File: src/rtl/buzzer_player.sv
// Plays a latched beep pattern MSB-first as fixed-length slots of square-wave tone or silence.
// Optional BUZZER_LOOP_EN adds a 'loop' input that repeats the pattern back-to-back.
module buzzer_player #(
  parameter int UNIT_CYCLES = 25_000_000,
  parameter int TONE_HALF   = 50_000
) (
  input  logic        clk,
  input  logic        rst,
  input  logic        start,
  input  logic        stop,
`ifdef BUZZER_LOOP_EN
  input  logic        loop,
`endif
  input  logic [74:0] beep_bit,
  input  logic [6:0]  wid,
  output logic        buzzer,
  output logic        busy,
  output logic        done
);

  localparam int UW = (UNIT_CYCLES > 1) ? $clog2(UNIT_CYCLES) : 1;
  localparam int TW = (TONE_HALF > 1) ? $clog2(TONE_HALF) : 1;
  localparam logic [UW-1:0] UNIT_LAST = UW'(UNIT_CYCLES - 1);
  localparam logic [TW-1:0] TONE_LAST = TW'(TONE_HALF - 1);
  localparam logic [6:0]    MAX_LEN   = 7'd75;

  typedef enum logic [1:0] {
    IDLE,
    PLAY,
    DONE
  } state_t;

  state_t      state, state_next;
  logic [74:0] pattern, pattern_next;
  logic [6:0]  len, len_next;
  logic [6:0]  idx, idx_next;
  logic [UW-1:0] slot_cnt, slot_cnt_next;
  logic [TW-1:0] tone_cnt, tone_cnt_next;
  logic        buzzer_next;
  logic        loop_req;
  logic        slot_end;
  logic [6:0]  wid_clamped;

`ifdef BUZZER_LOOP_EN
  assign loop_req = loop;
`else
  assign loop_req = 1'b0;
`endif

  assign wid_clamped = (wid > MAX_LEN) ? MAX_LEN : wid;
  assign slot_end    = (slot_cnt == UNIT_LAST);
  assign busy        = (state == PLAY);
  assign done        = (state == DONE);

  always_ff @(posedge clk or negedge rst) begin
    if (!rst) begin
      state    <= IDLE;
      pattern  <= '0;
      len      <= '0;
      idx      <= '0;
      slot_cnt <= '0;
      tone_cnt <= '0;
      buzzer   <= 1'b0;
    end else begin
      state    <= state_next;
      pattern  <= pattern_next;
      len      <= len_next;
      idx      <= idx_next;
      slot_cnt <= slot_cnt_next;
      tone_cnt <= tone_cnt_next;
      buzzer   <= buzzer_next;
    end
  end

  always_comb begin
    state_next    = state;
    pattern_next  = pattern;
    len_next      = len;
    idx_next      = idx;
    slot_cnt_next = slot_cnt;
    tone_cnt_next = tone_cnt;
    buzzer_next   = buzzer;

    case (state)
      IDLE: begin
        if (start && !stop) begin
          if (wid == 7'd0) begin
            state_next = DONE;
          end else begin
            pattern_next  = beep_bit;
            len_next      = wid_clamped;
            idx_next      = wid_clamped - 7'd1;
            slot_cnt_next = '0;
            tone_cnt_next = '0;
            buzzer_next   = 1'b0;
            state_next    = PLAY;
          end
        end
      end

      PLAY: begin
        // Abort wins over a slot boundary landing on the same cycle.
        if (stop) begin
          state_next    = IDLE;
          slot_cnt_next = '0;
          tone_cnt_next = '0;
          idx_next      = '0;
          buzzer_next   = 1'b0;
        end else if (slot_end) begin
          slot_cnt_next = '0;
          tone_cnt_next = '0;
          buzzer_next   = 1'b0;
          if (idx != 7'd0) begin
            idx_next = idx - 7'd1;
          end else if (loop_req) begin
            idx_next = len - 7'd1;
          end else begin
            state_next = DONE;
          end
        end else begin
          slot_cnt_next = slot_cnt + 1'b1;
          if (pattern[idx]) begin
            if (tone_cnt == TONE_LAST) begin
              tone_cnt_next = '0;
              buzzer_next   = ~buzzer;
            end else begin
              tone_cnt_next = tone_cnt + 1'b1;
            end
          end else begin
            buzzer_next = 1'b0;
          end
        end
      end

      DONE: begin
        state_next  = IDLE;
        buzzer_next = 1'b0;
      end

      default: begin
        state_next  = IDLE;
        buzzer_next = 1'b0;
      end
    endcase
  end

endmodule

File: config.mk
export PLATFORM = sky130hd
export DESIGN_NAME = buzzer_player
export DESIGN_NICKNAME = d
export VERILOG_FILES = /design/src/rtl/buzzer_player.sv
export SDC_FILE = /design/constraint.sdc
export NUM_CORES = 1
export LEC_CHECK = 0
export ABC_CLOCK_PERIOD_IN_PS = 2500
export CORE_UTILIZATION = 51
export CTS_BUF_LIST = sky130_fd_sc_hd__clkbuf_8
export CTS_CLUSTER_SIZE = 16
export DETAILED_ROUTE_END_ITERATION = 12
export PLACE_DENSITY = 0.88
export SLEW_MARGIN = 15
export SYNTH_ARGS = -nofsm -noshare
export SYNTH_HDL_FRONTEND = slang
export SYNTH_SLANG_ARGS = --single-unit
File: constraint.sdc
create_clock -name clk -period 2.5 [get_ports clk]
set_clock_uncertainty 0.2 [all_clocks]
set_input_delay 0.25 -clock clk [delete_from_list [all_inputs] [get_ports clk]]
set_output_delay 0.25 -clock clk [all_outputs]
set_load 0.03 [all_outputs]
==> flow_summary.yaml <==
timing:
  fin_ws_ns: -0.185
  tightest_slew_ns: 0.726
  timing.final.crit_share_pct: 107
  max_freq_mhz: 372
  slew_headroom_pct: 51.6
  fin_crit_ns: 2.69
  setup-tns-final_ns: -2.16
  rsz0062_at_grt: "true"
  hold_viol_final: 0
  slew_violations: 0
  setup_viol: 17
clocking:
  cts_root_buffer: "clkbuf_8"
  clkSlewWorstSetupHoldPaths_ns: 0.08
  clk_latency_ns: 0.44
  cts.sinks: 126
  clock_path_buffers: 2
  tritoncts: "built"
  cts_buffers: 17
  cts-htree-levels: 4
run_status:
  outcome: "finished with violations"
  violations: "negative setup slack"
critical_path:
  rr_endpoint: "tone_cnt[14]"
  crit_fanout: 7
  startpoint: "idx[0]"
  cp-start-kind: "flip-flop"
  crit_required_ns: 2.63
  path_cells: "buf_4, mux4_2, mux2_2, or3_4, nand4_4, nand3_4, a22o_1, a31o_1"
  worst_setup_path_end_kind: "flip-flop"
  reg2reg_depth: 8
  critPathBufInv: 1
  r2r_slack_ns: -0.19
  crit_type: "reg2reg"
  worstPathArrival_ns: 2.81
  critPathMaxStageDelay_ns: 0.48
  slowest_stage: "mux4_2"
  cp_top_family: "multiplexers"
  timing.rr.start: "idx[0]"
finish:
  nNetsFinal: 819
  drive_above_1_share_pct: 32.9
  layout_common_cells: "dfrtp_1, clkdlybuf4s50_1, mux2_2"
  mostFrequentLayoutCell: "dfrtp_1"
  finish.utilization_pct: 70.7
  fillers: 837
  n_antenna_cell: 0
  stdcell_count: 909
  syn_to_final_growth_pct: 33.1
power:
  p_leak_nw: 3.60
  power.density_nw_per_um2: 1020
  ir_worst_vdd_mv: 0.759
synth:
  seq_area_frac_synth_pct: 48.8
  syn_inst: 570
  yosysTopAreaCellShare_pct: 48.8
  yosys_warnings: 0
  synth_enable_flop_cells: 0
  synth-seq-cells: 126
  synth_area_sq_um: 6460
  synth_cell_type_count: 65
  yosys.area.top_type: "dfrtp_1"
  async_flop_share_pct: 100
  synth_top_flop_cell: "dfrtp_1"
  synth_nets: 661
  avgSynthCellArea_sq_um: 11.3
  synth_area_leaders: "dfrtp_1, mux2_2, mux4_2"
global_routing:
  overflow: 0
  grt_pass1_wl_mm: 27.8
  grt_max_degree: 53
  grt.total_usage_pct: 27.9
  grt_pass1_vias: 5575
  antenna_found_initial: 0
detailed_routing:
  initialDrtViolationCount: 383
  drt_first_pass_iters: 5
  routed_wl_mm: 17.1
  drc: 0
  routedWlPerCell_um: 18.8
  viasPerCell: 5.88
  vias: 5345
  ant_nets: 0
floorplan:
  die_area_sq_um: 13100
  die_width_um: 115
  core_sq_um: 12200
  initial_core_util_pct: 53.1
  ios: 89
  rows: 40
  die_h_um: 115
min_path:
  hold_path_class: "in2async"
placed_design:
  port_buffers: 88
  gp_congestion: 0.844
  placed_cells: 864
  hpwlAfterDp_mm: 11.9
flow_run:
  cap_violations: 0
## kinds of logic (layout without fill, tap and decap cells)
| family | count (synthesis) | after routing | share of synthesized area, % |
|---|---|---|---|
| AOI/OAI and AO/OA | 88 | 88 | 9.47 |
| buffers and inverters | 47 | 218 | 3.29 |
| muxes | 98 | 98 | 19.7 |
| xor gates and xnor gates | 23 | 23 | 3.12 |
| and+or+nand+nor | 183 | 183 | 14.7 |
| adders and majority gates | 5 | 5 | 0.968 |
| DFF | 126 | 126 | 48.8 |
## cell usage after synthesis, drive strengths merged (13+ instances only)
master	n
mux2	81
clkbuf	16
nand3	23
nand2	36
dfrtp	126
and3	13
inv	18
a21oi	18
nor3	13
mux4	14
o21ai	15
nor2	53
## metrics by stage
stage	power, mW	setup WS (ns)	area [sq um]	hold WS, ns
after floorplan	5.38	0.00844	6460	-0.246
after global placement	6.45	-0.132	7980	0.137
after detailed placement	6.65	-0.250	7980	0.145
after CTS	8.52	-0.118	8440	0.202
after global routing	9.24	-0.246	8600	0.197
final	8.79	-0.185	8600	0.212
## area by class of cell
| class | instances | area [sq um] | area share [%] |
|---|---|---|---|
| repair buffers | 167 | 1560 | 18.2 |
| multi-input cells | 397 | 3250 | 37.7 |
| well taps | 168 | 210 | 2.44 |
| clock inverters | 14 | 106 | 1.24 |
| clock buffers | 18 | 248 | 2.88 |
| flip-flops and latches | 126 | 3150 | 36.7 |
| inverters | 19 | 71.3 | 0.829 |
## flip-flops by register name (all words and copies together) (netlist names)
name	flops
state	2
idx	7
tone_cnt	16
pattern	75
slot_cnt	25
buzzer	1
## per-layer routing
layer  vias to the layer above  track usage (%)  share of wire [%]
met2                       204             48.8                 52
met1                      2680             32.8                 39
li1                       2409                -                  -
met5                         -                0                  0
met3                        52             7.36                5.5
met4                         0             10.7                3.0
## where the power goes
part           internal (mW)  switching (mW)
registers               2.75           0.495
logic                   2.09            1.86
clock network          0.724           0.871
## how the worst max path moves through the flow
stage                         endpoint  slack, ns  cells after the start
final                     tone_cnt[14]      -0.19                      8
after global routing      tone_cnt[14]      -0.25                      8
after CTS                  tone_cnt[2]      -0.12                      9
after detailed placement   pattern[19]      -0.25                      7
after global placement     pattern[66]      -0.13                      7
after floorplan            tone_cnt[2]      0.008                      8
## what timing repair did
item | 4_1_cts | 5_1_grt
buffers inserted | 6 | 5
gates resized for setup | 14 | 24
gates cloned | 1 | 0
hold endpoints to repair | 48 | 0
hold buffers | 1 | 0
setup endpoints to repair | 19 | 21
pin swaps | 6 | 3
Note: power is estimated with default switching activity, not from simulation.
